`src/rtl/ram_req_ctrl_if.sv`:
```
// Request, read-response and RAM-side signals of the RAM request controller.
// The controller uses the slave modport; the requester/RAM environment uses master.
interface ram_req_ctrl_if #(
  parameter int unsigned DATA_WIDTH = 64,
  parameter int unsigned ADDR_WIDTH = 12
);
  logic                  wr_valid;
  logic                  wr_ready;
  logic [ADDR_WIDTH-1:0] wr_addr;
  logic [DATA_WIDTH-1:0] wr_data;
  logic                  rd_valid;
  logic                  rd_ready;
  logic [ADDR_WIDTH-1:0] rd_addr;
  logic                  rsp_valid;
  logic                  rsp_ready;
  logic [DATA_WIDTH-1:0] rsp_data;
  logic                  ram_write;
  logic [ADDR_WIDTH-1:0] ram_wr_address;
  logic [DATA_WIDTH-1:0] ram_data_in;
  logic                  ram_read;
  logic [ADDR_WIDTH-1:0] ram_rd_address;
  logic [DATA_WIDTH-1:0] ram_data_out;
  logic                  busy;

  modport master (
    output wr_valid, wr_addr, wr_data, rd_valid, rd_addr, rsp_ready, ram_data_out,
    input  wr_ready, rd_ready, rsp_valid, rsp_data, ram_write, ram_wr_address,
           ram_data_in, ram_read, ram_rd_address, busy
  );

  modport slave (
    input  wr_valid, wr_addr, wr_data, rd_valid, rd_addr, rsp_ready, ram_data_out,
    output wr_ready, rd_ready, rsp_valid, rsp_data, ram_write, ram_wr_address,
           ram_data_in, ram_read, ram_rd_address, busy
  );
endinterface

```
`src/rtl/ram_req_ctrl.sv`:
```
// RAM request controller: registered write/read strobes to a 1-cycle-latency RAM,
// credit-limited read issue and an in-order read-response buffer.
module ram_req_ctrl #(
  parameter int unsigned DATA_WIDTH = 64,
  parameter int unsigned ADDR_WIDTH = 12,
  parameter int unsigned RSP_DEPTH  = 4
) (
  input  logic           clk,
  input  logic           resetn,
  ram_req_ctrl_if.slave  bus
);

  localparam int unsigned PTR_W = (RSP_DEPTH > 1) ? $clog2(RSP_DEPTH) : 1;
  localparam int unsigned CNT_W = PTR_W + 1;
  localparam int unsigned SUM_W = CNT_W + 1;

  logic                  ram_write_q;
  logic [ADDR_WIDTH-1:0] ram_wr_address_q;
  logic [DATA_WIDTH-1:0] ram_data_in_q;
  logic                  ram_read_q;
  logic [ADDR_WIDTH-1:0] ram_rd_address_q;
  logic                  rd_pend_q;
  logic [DATA_WIDTH-1:0] rsp_buf_q [RSP_DEPTH];
  logic [PTR_W-1:0]      wr_ptr_q;
  logic [PTR_W-1:0]      rd_ptr_q;
  logic [CNT_W-1:0]      count_q;

  logic             hazard;
  logic             credit_ok;
  logic             wr_fire;
  logic             rd_fire;
  logic             push;
  logic             pop;
  logic [SUM_W-1:0] used;

  // Credits cover both pipeline stages of an issued read plus buffered responses.
  assign used      = SUM_W'(ram_read_q) + SUM_W'(rd_pend_q) + SUM_W'(count_q);
  assign credit_ok = (used < SUM_W'(RSP_DEPTH));
  assign hazard    = bus.wr_valid && (bus.wr_addr == bus.rd_addr);

  assign bus.wr_ready = resetn;
  assign bus.rd_ready = resetn && credit_ok && !hazard;

  assign wr_fire = bus.wr_valid && bus.wr_ready;
  assign rd_fire = bus.rd_valid && bus.rd_ready;
  assign push    = rd_pend_q;
  assign pop     = (count_q != '0) && bus.rsp_ready;

  // RAM command registers; rd_pend_q marks the cycle ram_data_out is valid.
  always_ff @(posedge clk or negedge resetn) begin
    if (!resetn) begin
      ram_write_q      <= 1'b0;
      ram_wr_address_q <= '0;
      ram_data_in_q    <= '0;
      ram_read_q       <= 1'b0;
      ram_rd_address_q <= '0;
      rd_pend_q        <= 1'b0;
    end else begin
      ram_write_q <= wr_fire;
      if (wr_fire) begin
        ram_wr_address_q <= bus.wr_addr;
        ram_data_in_q    <= bus.wr_data;
      end
      ram_read_q <= rd_fire;
      if (rd_fire) begin
        ram_rd_address_q <= bus.rd_addr;
      end
      rd_pend_q <= ram_read_q;
    end
  end

  // Response buffer; credit accounting guarantees a free slot on every push.
  always_ff @(posedge clk or negedge resetn) begin
    if (!resetn) begin
      for (int i = 0; i < int'(RSP_DEPTH); i++) begin
        rsp_buf_q[i] <= '0;
      end
      wr_ptr_q <= '0;
      rd_ptr_q <= '0;
      count_q  <= '0;
    end else begin
      if (push) begin
        rsp_buf_q[wr_ptr_q] <= bus.ram_data_out;
        wr_ptr_q            <= wr_ptr_q + PTR_W'(1);
      end
      if (pop) begin
        rd_ptr_q <= rd_ptr_q + PTR_W'(1);
      end
      case ({push, pop})
        2'b10:   count_q <= count_q + CNT_W'(1);
        2'b01:   count_q <= count_q - CNT_W'(1);
        default: count_q <= count_q;
      endcase
    end
  end

  assign bus.ram_write      = ram_write_q;
  assign bus.ram_wr_address = ram_wr_address_q;
  assign bus.ram_data_in    = ram_data_in_q;
  assign bus.ram_read       = ram_read_q;
  assign bus.ram_rd_address = ram_rd_address_q;
  assign bus.rsp_valid      = (count_q != '0);
  assign bus.rsp_data       = rsp_buf_q[rd_ptr_q];
  assign bus.busy           = ram_read_q || rd_pend_q || (count_q != '0);

endmodule
```
`src/flat_wrapper.sv`:
```
// flat-port wrapper written by rule: the top's interface ports become plain ports
module ram_req_ctrl_flat 
#(
  parameter int unsigned DATA_WIDTH = 64,
  parameter int unsigned ADDR_WIDTH = 12,
  parameter int unsigned RSP_DEPTH  = 4
)
  (clk, resetn, bus_wr_valid, bus_wr_addr, bus_wr_data, bus_rd_valid, bus_rd_addr, bus_rsp_ready, bus_ram_data_out, bus_wr_ready, bus_rd_ready, bus_rsp_valid, bus_rsp_data, bus_ram_write, bus_ram_wr_address, bus_ram_data_in, bus_ram_read, bus_ram_rd_address, bus_busy);
  ram_req_ctrl_if #(.DATA_WIDTH(DATA_WIDTH), .ADDR_WIDTH(ADDR_WIDTH)) bus_i ();
  input  logic clk;
  input  logic resetn;
  input wire logic [$bits(bus_i.wr_valid)-1:0] bus_wr_valid;
  input wire logic [$bits(bus_i.wr_addr)-1:0] bus_wr_addr;
  input wire logic [$bits(bus_i.wr_data)-1:0] bus_wr_data;
  input wire logic [$bits(bus_i.rd_valid)-1:0] bus_rd_valid;
  input wire logic [$bits(bus_i.rd_addr)-1:0] bus_rd_addr;
  input wire logic [$bits(bus_i.rsp_ready)-1:0] bus_rsp_ready;
  input wire logic [$bits(bus_i.ram_data_out)-1:0] bus_ram_data_out;
  output wire logic [$bits(bus_i.wr_ready)-1:0] bus_wr_ready;
  output wire logic [$bits(bus_i.rd_ready)-1:0] bus_rd_ready;
  output wire logic [$bits(bus_i.rsp_valid)-1:0] bus_rsp_valid;
  output wire logic [$bits(bus_i.rsp_data)-1:0] bus_rsp_data;
  output wire logic [$bits(bus_i.ram_write)-1:0] bus_ram_write;
  output wire logic [$bits(bus_i.ram_wr_address)-1:0] bus_ram_wr_address;
  output wire logic [$bits(bus_i.ram_data_in)-1:0] bus_ram_data_in;
  output wire logic [$bits(bus_i.ram_read)-1:0] bus_ram_read;
  output wire logic [$bits(bus_i.ram_rd_address)-1:0] bus_ram_rd_address;
  output wire logic [$bits(bus_i.busy)-1:0] bus_busy;
  assign bus_i.wr_valid = bus_wr_valid;
  assign bus_i.wr_addr = bus_wr_addr;
  assign bus_i.wr_data = bus_wr_data;
  assign bus_i.rd_valid = bus_rd_valid;
  assign bus_i.rd_addr = bus_rd_addr;
  assign bus_i.rsp_ready = bus_rsp_ready;
  assign bus_i.ram_data_out = bus_ram_data_out;
  assign bus_wr_ready = bus_i.wr_ready;
  assign bus_rd_ready = bus_i.rd_ready;
  assign bus_rsp_valid = bus_i.rsp_valid;
  assign bus_rsp_data = bus_i.rsp_data;
  assign bus_ram_write = bus_i.ram_write;
  assign bus_ram_wr_address = bus_i.ram_wr_address;
  assign bus_ram_data_in = bus_i.ram_data_in;
  assign bus_ram_read = bus_i.ram_read;
  assign bus_ram_rd_address = bus_i.ram_rd_address;
  assign bus_busy = bus_i.busy;
  ram_req_ctrl #(.DATA_WIDTH(DATA_WIDTH), .ADDR_WIDTH(ADDR_WIDTH), .RSP_DEPTH(RSP_DEPTH)) u_core (.clk(clk), .resetn(resetn), .bus(bus_i));
endmodule
```
`config.mk`:
```
export PLATFORM = sky130hd
export DESIGN_NAME = ram_req_ctrl_flat
export DESIGN_NICKNAME = d
export VERILOG_FILES = /design/src/rtl/ram_req_ctrl_if.sv /design/src/rtl/ram_req_ctrl.sv /design/src/flat_wrapper.sv
export SDC_FILE = /design/constraint.sdc
export NUM_CORES = 1
export LEC_CHECK = 0
export ABC_AREA = 1
export BUFFER_PORTS_ARGS = -buffer_cell sky130_fd_sc_hd__buf_2
export CAP_MARGIN = 20
export CORE_MARGIN = 1.5
export CORE_UTILIZATION = 50
export DETAILED_ROUTE_END_ITERATION = 12
export PLACE_DENSITY = 0.83
export SLEW_MARGIN = 20
export SYNTH_ARGS = -nofsm -noshare
export SYNTH_HDL_FRONTEND = slang
export SYNTH_SLANG_ARGS = --single-unit
```
`constraint.sdc`:
```
create_clock -name clk -period 4.5 [get_ports clk]
set_input_delay 0.225 -clock clk [delete_from_list [all_inputs] [get_ports clk]]
set_output_delay 0.225 -clock clk [all_outputs]
set_load 0.1 [all_outputs]
```
==> results of run 1 <==
## kinds of logic after synthesis
group / Yosys count
xor gates and xnor gates: 5
adders and majority gates: 9
buffers and inverters: 218
and+or+nand+nor: 686
AOI/OAI and AO/OA: 464
DFF: 354
## layout by cell type (no fill, tap or decap), types with 5 or more instances in the layout
master / count
diode_2: 10
clkbuf_8: 10
nor2_1: 136
clkbuf_16: 39
o21ai_1: 302
o21ai_0: 96
clkinv_2: 5
o22ai_1: 64
nand4_1: 13
buf_2: 313
dlygate4sd3_1: 88
inv_1: 94
nand2_2: 19
nand2_4: 5
buf_4: 13
clkbuf_1: 10
ha_1: 8
dfrtp_1: 352
nand2_1: 506
## cell usage after synthesis
cell type,instances
buf_2,80
nor2_4,2
a21oi_1,1
dfrtp_1,354
nand3_1,3
nand2_2,18
a31oi_4,1
nor2_1,136
ha_1,8
nand2_1,511
nand3_4,1
or2_0,1
buf_4,5
inv_1,94
nand4_1,13
o22ai_1,64
clkbuf_1,33
o21ai_1,302
fa_1,1
xor2_1,3
inv_2,5
xnor2_1,2
buf_12,1
o21ai_0,96
nand2_4,1
## tightest hold or removal path: stages
cell	delay, ns
buf_2	0.12
nand4_1	0.09
nand2_2	0.05
## metal layers
metal,vias to the layer above,part of all wire
li1,6339,-
met1,6524,0.40
met2,732,0.47
met3,160,0.083
met4,2,0.048
met5,-,0.00030
## cell type report
cell class                      instances  share of cell area
Timing Repair Buffer                  416               0.136
Multi-Input combinational cell       1164               0.281
Inverter                               99              0.0198
Clock inverter                         10             0.00583
Clock buffer                           59              0.0609
Antenna cell                           10             0.00132
Sequential cell                       354               0.469
Tap cell                              390              0.0258
## what timing repair did
item,in CTS,in global routing
hold endpoints to repair,144,0
buffers inserted,0,0
hold buffers,88,0
setup endpoints to repair,0,0
## final timing paths
kind,start,to,cells after the start
max,u_core.rd_ptr_q[0]$_DFFE_PN0N_,bus_rsp_data[1],5
min in group asynchronous,resetn,u_core.rsp_buf_q[18]$_DFFE_PN0P_,2
min reg2reg,u_core.bus.ram_read$_DFF_PN0_,u_core.push$_DFF_PN0_,0
max reg2reg,u_core.wr_ptr_q[0]$_DFFE_PN0P_,u_core.rsp_buf_q[48]$_DFFE_PN0P_,5
max in group asynchronous,resetn,u_core.rsp_buf_q[119]$_DFFE_PN0P_,3
min,bus_rd_addr[5],u_core.bus.ram_rd_address[5]$_DFFE_PN0P_,3
## sequential cells by signal, indices dropped and copies added, names as in the netlist
register and count:
u_core.bus.ram_read 1, u_core.wr_ptr_q 2, u_core.bus.ram_rd_address 12, u_core.push 1, u_core.bus.ram_write 1, u_core.bus.ram_wr_address 12, u_core.count_q 3, u_core.rd_ptr_q 2
u_core.bus.ram_data_in 64, u_core.rsp_buf_q 256
## per-stage QoR
step	std cells	utilization	cell area (um^2)	hold WS, ns
floorplan	1736	-	15100	-0.0706
global placement	2335	0.565	16700	0.188
detailed placement	2335	0.565	16700	0.181
CTS	2492	0.637	18900	0.000277
global route	2500	0.638	18900	0.00645
finish	2502	0.638	18900	0.0117
==> summary.md, run 1 <==
The count of buffering cells on the critical path with inverters included was 3. In this run the clock root is driven by a clkbuf_16. The run gives 0 ns as the total negative setup slack.

The overall fraction of global-route tracks in use was 0.274; the clock tree skew after final layout was 0.0228 ns. The boundary pin count came out at 315. The share of synthesized cell area in full adder, half adder and majority cells works out to 0.00796. The number of nets in the synthesized netlist is 1,902. The area of the core came out at 0.0296 mm^2.

After clock tree synthesis, the clock-pin slew on the worst setup and hold paths is 0.06 ns. The first TritonRoute pass finished after 5 iterations. The share of the clock period used by the worst path after layout works out to 0.755.

Global routing finished with a remaining overflow of 0. The clock period could shrink to 3.40 ns. For the number of distinct library cells after synthesis, the log shows 25. The proportion of netlist area held by the largest area contributor is 0.587.

The register-to-register setup slack was 2.12 ns; the total number of clock tree sinks was 354. The detail route stage leaves a number of antenna-violating nets equal to 0. The met1 track demand over resource is 0.349. The actual slew at the worst max-slew pin is 1.02 ns. The last weighted congestion value of the routability-driven placer came out at 0.853.

The CTS buffer count was 38. In this run, post-CTS repair resized a total of 0 instances. For the initial standard-cell utilization of the core, the log shows 0.509. The floorplan step defined a die boundary enclosing 0.0312 mm^2.

In the synthesized netlist, the number of instances is 1,736. The layer flagged by global routing as most heavily used is met2. On the worst path, the slowest cell contributes a delay of 0.80 ns.

The run gives 11 as the number of antenna violations at the first check in global routing. Fill cells in the final layout number 2,276. The sequential cells in the finished layout cover a total of 0.00886 mm^2. The H-tree generated during clock tree synthesis spans 2 levels. For this block, the via count after detailed routing is 13,800. The complex-gate fraction of the synthesized area was 0.160. For this run, the number of Yosys warnings is 0. XOR/XNOR share of the synthesized area: 0.00290.

The final routed DRC violation total came out at 0. The tool flagged a number of max-cap violations equal to 0. In the final layout, the multi-input gates occupy 0.00531 mm^2. Width of the die: 177 um.

The tools report the setup-violating endpoint count in the final report as 0. On the critical path the largest part of the delay comes from buffers and inverters. Type of the most critical hold path: input port to flop. Setup slack closes at 1.10 ns. Of all nets on the critical path, the largest fanout is 93. The floorplan has 63 rows.

After synthesis, the cell types taking the most area are dfrtp_1 59%, nand2_1 13%, o21ai_1 10%. The die span in y works out to 177 um. In this run the cell area of the synthesized design comes to 0.0151 mm^2. After synthesis, the largest family of logic cells by area is simple AND/OR/NAND/NOR gates. Based on the critical path, the design can be clocked at up to 0.295 GHz.

The share of final-layout standard cells stronger than drive strength 1 is 0.201. The total half-perimeter wirelength after legalization and detailed placement came out at 24.7 mm. The final max-slew violation count is 0.

The run gives 2,239 as the count of nets after finishing. The endpoint type of the worst setup path is an output pin. The latest clock arrival within the worst-skew pair was 0.51 ns. Dividing the detail-routed wire length by the instance count gives 17.2 um.

Post-synthesis simple-gate area fraction: 0.179. The number of DRC markers in iteration 0 is 1,256, and the aggregate routed wire length is 43.2 mm. The final hold violation count is 0.

The global-route track usage on met2 is 0.442, and the first-pass GRT wire length is 68.5 mm. STA puts the critical path data required time at 4.28 ns. Slowest library cell on the worst path: inv_4. Timing analysis after detailed placement gives a worst setup slack of 1.64 ns. For the maximum number of pins on one net before global-route repair, the log shows 177. The cell taking the most area after synthesis is dfrtp_1. Buffers placed on the I/O ports in this run total 314. The tools report the met3 demand-to-capacity share in global routing as 0.0604.

Setup repair after global routing left no endpoint under its margin. The post-synthesis average cell area came out at 8.69 um^2. At the worst endpoint, the arrival time is 3.17 ns.

Average via count per standard cell: 5.50. Compared with the post-synthesis result, the final layout area differs by 25.3%. STA classifies the critical path startpoint as a flop. The multiplexer area fraction after synthesis is 0. Traced cell by cell, the critical path runs through inv_4 > buf_4 > o21ai_0 > o22ai_1 > buf_2.

TritonCTS built the clock tree. The relative max-transition margin is 0.320. The logs give 13,400 for the via count of the first global-routing pass and 0.587 for the sequential cell area fraction in the yosys report. The flow ran to the end, and the final reports show no timing, DRC or antenna violations. The clock passes through at most 3 buffers.

The critical path in this run is classified as flop to output pin. The flip-flop and latch count after synthesis is 354.
Power of run 1 is left out: the tool's default activity adds up to more than one toggle a clock period on the data nets, which glitch-free logic cannot reach.
==> run 2: changes to the inputs <==
--- a/config.mk
+++ b/config.mk
@@ -5,13 +5,13 @@
 export SDC_FILE = /design/constraint.sdc
 export NUM_CORES = 1
 export LEC_CHECK = 0
-export ABC_AREA = 1
+export ABC_AREA = 0
 export BUFFER_PORTS_ARGS = -buffer_cell sky130_fd_sc_hd__buf_2
 export CAP_MARGIN = 20
 export CORE_MARGIN = 1.5
-export CORE_UTILIZATION = 50
+export CORE_UTILIZATION = 49
 export DETAILED_ROUTE_END_ITERATION = 12
-export PLACE_DENSITY = 0.83
+export PLACE_DENSITY = 0.85
 export SLEW_MARGIN = 20
 export SYNTH_ARGS = -nofsm -noshare
 export SYNTH_HDL_FRONTEND = slang
==> constraint.sdc (replaced) <==
create_clock -name clk -period 3.1 [get_ports clk]
set_input_delay 0.155 -clock clk [delete_from_list [all_inputs] [get_ports clk]]
set_output_delay 0.155 -clock clk [all_outputs]
set_load 0.1 [all_outputs]
==> summary.md, run 2 <==
The run finished with clean final reports. The number of placed instances, taps included, is 1,547. The highest metal layer carrying signal wires in the routed design is met4.

The clock tree synthesis step divided the H-tree into 2 levels. The cell taking the most area after synthesis is dfrtp_1. Entering global routing, the biggest net connects 155 pins.

The floorplan step defined a die boundary enclosing 0.0314 mm^2. Of all nets on the critical path, the largest fanout is 9. At the pin with the least slew margin, the transition time is 0.853 ns. For the sum of routed wire segments on met1, the log shows 15.1 mm. The count of buffering cells on the critical path with inverters included came out at 1. The register bank with the most flops is u_core.rsp_buf_q. Synthesis produced 872 cells.

For the row count, the log shows 63. The number of antenna violations at the first check in global routing is 1. In the layout the commonest cells are 352 x dfrtp_1, 332 x mux2_2, 313 x buf_2, 153 x dlygate4sd3_1, 64 x mux4_2. The tree is rooted in a clkbuf_16. Most numerous cell on the critical path: ha_1.

For the clock tree skew after final layout, the log shows 0.0194 ns. Launching element type of the critical path: a flop. Counting every net in the synthesized netlist gives 1,038. The worst setup path is captured at an output pin. The congestion estimate from routability-driven global placement came to 0.783.

The CTS buffer count was 38; the worst slack on hold paths was 0.0356 ns. The tools report the beginning of the critical path as u_core.push$_DFF_PN0_. Dividing the detail-routed wire length by the instance count gives 22.2 um.

The register with the most flip-flops in the layout has 256 of them. The tools report the max-capacitance violation count as 0. The cell area that synthesis handed to floorplanning was 0.0149 mm^2. The clock slew at the register clock pins of the worst setup and hold paths was 0.05 ns; the number of iterations in the first detailed-routing pass was 6. In this run the remaining antenna-violating nets after routing total 0. The sequential cell area fraction in the yosys report was 0.596. The relative max-transition margin was 0.431; the post-route non-filler standard cell count was 1,768.

The run gives 0 as the global-route congestion overflow total. The most common library cell in the layout ignoring fill and taps is dfrtp_1. The type of the most critical hold path was input port to flop. The initial standard-cell utilization of the core is 0.500. The latest clock arrival within the worst-skew pair was 0.51 ns; the area overhead of the layout relative to synthesis was 32.5%. Yosys mapped a number of flops with a built-in enable equal to 0. The first global-routing pass estimated 61.0 mm of wire.

Counting the fill cells in the layout gives 1,888. In the post-synthesis netlist, the cell with the most instances is dfrtp_1. For the maximum operating frequency, the log shows 0.370 GHz. In this run the critical register-to-register path is launched from u_core.push$_DFF_PN0_.

Slowest library cell on the worst path: dfrtp_1. The run gives 9,672 as the total number of vias. The share of final-layout standard cells stronger than drive strength 1 was 0.589; the width of the die was 177 um. The final hold violation count is 0, and the required time reported for the critical path endpoint is 2.94 ns. The port buffer count is 314. Total half-perimeter wirelength after legalization and detailed placement: 23.0 mm.

The maximum clock insertion buffer count was 3. For the final max-slew violation count, the log shows 0. The worst path in the final design needs a cycle of 2.71 ns, including I/O delays and setup.

The post-synthesis average cell area was 17.1 um^2; the total negative setup slack was 0 ns. The die is 177 um tall. The share of the clock period used by the worst path after layout was 0.873; the pre-CTS setup slack was 0.888 ns. Across all setup checks in the final design, the least slack found is 0.394 ns. The run gives 0 as the final routed DRC violation total. For this run, the leading register cell type out of synthesis is dfrtp_1. Startpoint-to-endpoint class of the critical path: flop to output pin. The critical path goes through ha_1 > ha_1 > nor2_1 > nand2_1 > a31oi_1 > and2_2 > buf_2. The average via count per standard cell works out to 5.47.

Yosys printed 0 warnings. The via count of the first global-routing pass came out at 10,900. Wire segments on met2 add up to 20.0 mm in the final route.

Setup repair after global routing left no endpoint under its margin. The net count of the finished layout is 1,516. Once the clock tree was built, the resizer swapped 0 gates to a different size. The run gives 315 as the boundary pin count. The cell family contributing the most delay on the critical path is flip-flops.

After synthesis, the cell types taking the most area are dfrtp_1 60%, mux2_2 25%, mux4_2 9.7%. The number of DRC markers in iteration 0 was 423; the setup-violating endpoint count in the final report was 0. The total area inside the core boundary comes to 0.0297 mm^2.

In this run the most critical hold path is launched from bus_rsp_ready. TritonCTS built the clock tree. After synthesis the netlist holds a flip-flop and latch count of 354. The overall fraction of global-route tracks in use was 0.256.

For the wire length on met3, the log shows 2.28 mm. By count the netlist is led by 354 x dfrtp_1, 332 x mux2_2, 64 x mux4_2, 30 x clkbuf_1, 14 x xnor2_1. The proportion of netlist area held by the largest area contributor is 0.596. The total number of clock tree sinks was 354; the proportion of register bits with asynchronous set or reset after synthesis was 1.00.

STA puts the critical path data arrival time at 2.55 ns. Number of distinct library cells after synthesis: 27. Aggregate routed wire length: 39.2 mm. On the worst path, the slowest cell contributes a delay of 0.50 ns.
[run 2: cell count changes after synthesis, sizes merged, moves of 3 or more]
cell / before / now
mux4: 0 / 64
o22ai: 64 / 0
mux2: 0 / 344
o21ai: 398 / 2
nand2: 530 / 11
clkbuf: 33 / 30
buf: 86 / 19
nand4: 13 / 2
xnor2: 2 / 14
nor2: 138 / 2
inv: 99 / 10
[run 2: layout make-up]
class | instances | area (um^2) | area share
sequential | 354 | 8860 | 0.450
clock inverter | 14 | 128 | 0.00648
tap | 390 | 488 | 0.0248
timing repair buffer | 487 | 3310 | 0.168
antenna | 1 | 2.50 | 0.000127
clock buffer | 53 | 1110 | 0.0563
multi-input combinational | 459 | 5770 | 0.293
inverter | 10 | 37.5 | 0.00190
[run 2: through the flow]
step,utilization,instance area (um^2)
global route,0.663,19700
finish,0.663,19700
CTS,0.663,19700
floorplan,-,14900
global placement,0.570,16900
detailed placement,0.570,16900
[run 2: path summary, 6_finish.rpt]
path / to / slack, ns / depth (start not counted)
worst max-delay path: bus_rd_ready / 0.39 / 7
worst min-delay path: u_core.rd_ptr_q[0]$_DFFE_PN0N_ / 0.04 / 3
worst max register to register: u_core.bus.ram_rd_address[1]$_DFFE_PN0P_ / 0.85 / 7
worst min register to register: u_core.push$_DFF_PN0_ / 0.44 / 0
max in group asynchronous: u_core.rsp_buf_q[201]$_DFFE_PN0P_ / 1.48 / 4
min in group asynchronous: u_core.rsp_buf_q[14]$_DFFE_PN0P_ / 0.14 / 2
[run 2: kinds of logic after synthesis]
family / count (synthesis) / share of synthesized area
XOR/XNOR: 18 / 0.0106
adder cells (fa/ha/maj): 9 / 0.00808
AND/OR/NAND/NOR: 21 / 0.00766
AO/OA/AOI/OAI: 3 / 0.00109
multiplexers: 408 / 0.360
flip-flops: 354 / 0.596
buffers and inverters: 59 / 0.0171
[run 2: repair_timing]
action,4_1_cts,5_1_grt
endpoints found under the hold margin,383,0
buffers inserted,0,0
hold buffers,153,0
[run 2: tightest hold or removal path, delay by kind of cell]
kind	cells	cell delay (ns)
and+or+nand+nor	1	0.19
buffers and inverters	1	0.09
xor gates and xnor gates	1	0.08
[run 2: metal layers]
metal  vias to the layer above  global-route usage
met5                         -                   0
met4                         0               0.127
met3                       108              0.0552
met2                       385               0.444
met1                      5021               0.301
li1                       4158                   -
Power of run 2 is left out for the same reason.
==> run 3: changes to the inputs <==
--- a/config.mk
+++ b/config.mk
@@ -12,6 +12,7 @@
 export CORE_UTILIZATION = 49
 export DETAILED_ROUTE_END_ITERATION = 12
 export PLACE_DENSITY = 0.85
+export RECOVER_POWER = 50
 export SLEW_MARGIN = 20
 export SYNTH_ARGS = -nofsm -noshare
 export SYNTH_HDL_FRONTEND = slang
==> summary.md, run 3 (synthesis results as in run 2) <==
The share of final-layout standard cells stronger than drive strength 1 came out at 0.519. The run gives 0 as the max-capacitance violation count. For this run, the post-layout net count is 1,516. Clock latency on the worst-skew pair, taken at its later pin, is 0.51 ns. Number of antenna violations at the first check in global routing: 1. In the layout the commonest cells are 352 x dfrtp_1, 329 x mux2_2, 223 x buf_2, 153 x dlygate4sd3_1, 97 x clkbuf_1. Launching element type of the critical path: a flop. Once detail routing completed, the nets flagged for antenna violations numbered 0.

Summing over every cut layer, the via total after detailed routing is 9,706. The library cell used most frequently in the layout, excluding fill and tap cells, is dfrtp_1. The worst hold path belongs to the class input port to flop. The die span in y is 177 um.

The tools report the final core area utilization as 0.659. Subtracting the final worst setup slack from the clock period gives 2.69 ns. Using the TritonRoute via totals, the vias-per-cell ratio works out to 5.49. The tools report the number of levels in the clock H-tree as 2. The slowest library cell on the worst path is dfrtp_1.

Summed over all layers, the global routing overflow is 0. Detailed placement finished with a half-perimeter wire length of 23.0 mm. Along the worst path, the maximum fanout reaches 9. Static timing analysis puts the maximum clock frequency at 0.372 GHz.

Relative to the synthesized area, the layout overhead comes to 31.7%. The run gives 417 as the number of DRC markers in iteration 0. The endpoint type of the worst setup path is an output pin. The via count of the first global-routing pass is 10,900. The flow ran to the end, and the final reports show no timing, DRC or antenna violations. The run gives 0 as the final max-slew violation count. The port buffer count came out at 314.

After clock tree synthesis, the clock-pin slew on the worst setup and hold paths is 0.05 ns. The maximum number of pins on one net before global-route repair was 155; the count of cells resized by post-cts repair was 0. Clock tree synthesis inserted a total of 38 buffers. Setup repair after global routing left no endpoint under its margin. Traced cell by cell, the critical path runs through ha_1 > ha_1 > nor2_1 > nand2_1 > a31oi_1 > and2_2 > buf_2. The total negative setup slack was 0 ns.

The register with the most flip-flops in the layout has 256 of them. The first-pass GRT wire length was 61.0 mm. The share of the clock period used by the worst path after layout works out to 0.867. The tools report the final hold violation count as 0.

The most numerous cell on the critical path was ha_1. The average wire per standard cell came out at 22.1 um. The clock tree skew after final layout was 0.0210 ns. Master cell of the clock root buffer: clkbuf_16. The pre-antenna-repair detailed-routing pass consisted of 6 iterations. The run gives 0.500 as the initial standard-cell utilization of the core.

Counting along the longest clock path gives a buffer depth of 3. Kind of cell with the highest combined delay on the critical path: flip-flops. The count of buffering cells on the critical path with inverters included is 1, and the worst slack on hold paths is 0.0493 ns. For the worst setup path, the data arrival time is 2.53 ns.

The floorplan has 63 rows. The total area inside the core boundary comes to 0.0297 mm^2. The delay of the slowest cell on the worst path is 0.49 ns, and the combined flip-flop and latch cell area is 0.00886 mm^2. The overall fraction of global-route tracks in use was 0.256.

For the last weighted congestion value of the routability-driven placer, the log shows 0.783. The run gives 1,547 as the cell total after placement. The tools report the overall die area as 0.0314 mm^2.

Total number of clock tree sinks: 354. In the final layout, the multi-input gates occupy 0.00576 mm^2. By startpoint and endpoint, the worst setup path is classified as flop to output pin. The actual slew at the worst max-slew pin is 1.44 ns, and the aggregate routed wire length is 39.1 mm.

After the flow finishes, the layout carries non-filler instances totaling 1,768. After detailed routing, the number of remaining DRC violations is 0. During I/O placement, the number of pins put on the boundary was 315.

STA puts the critical path data required time at 2.94 ns. Counting flops per register, the top entry is u_core.rsp_buf_q. Setup violations remaining at the end of the flow were counted as 0. TritonCTS built the clock tree.

The count of filler cells inserted in the layout is 1,959, and the width of the die is 177 um. The relative max-transition margin is 0.0425.
## run 3: final cells by class
cell class              count  share of cell area
well taps                 390              0.0249
repair buffers            487               0.163
inverters                  10             0.00192
diodes                      1            0.000128
clock inverters            14             0.00652
flip-flops and latches    354               0.453
clock buffers              53              0.0566
multi-input cells         459               0.294
## run 3: through the flow
stage | instance area (um^2) | setup WS [ns]
final | 19600 | 0.411
after global routing | 19600 | 0.272
after CTS | 19700 | 0.372
after detailed placement | 16900 | 0.888
after global placement | 16900 | 0.948
after floorplan | 14900 | 0.693
## run 3: what timing repair did
action	in CTS	in global routing
buffers inserted	0	0
hold endpoints to repair	383	0
hold buffers	153	0
## run 3: per-layer routing
layer  vias to the layer above  track usage  routed length (um)
li1                       4166            -                   -
met1                      5039        0.301               15100
met2                       386        0.444               19700
met3                       115       0.0552                2210
met4                         0        0.127                2000
met5                         -            0                   0
## run 3: worst reg2reg max path, stage by stage, from the launching register on
cell and delay (ns):
dfrtp_1 0.49, ha_1 0.24, ha_1 0.18, nor2_1 0.08, nand2_1 0.06, a31oi_1 0.32
nand3_4 0.31, mux2_1 0.43
## run 3: worst paths after layout
path / from / endpoint / slack (ns) / cells after the start
worst max-delay path: u_core.push$_DFF_PN0_ / bus_rd_ready / 0.41 / 7
worst min-delay path: bus_rd_valid / u_core.bus.ram_read$_DFF_PN0_ / 0.05 / 3
worst max register to register: u_core.push$_DFF_PN0_ / u_core.bus.ram_rd_address[1]$_DFFE_PN0P_ / 0.87 / 7
worst min register to register: u_core.bus.ram_read$_DFF_PN0_ / u_core.push$_DFF_PN0_ / 0.44 / 0
max in group asynchronous: resetn / u_core.rsp_buf_q[205]$_DFFE_PN0P_ / 0.97 / 4
min in group asynchronous: resetn / u_core.rsp_buf_q[142]$_DFFE_PN0P_ / 0.14 / 2
Power of run 3 is left out for the same reason.
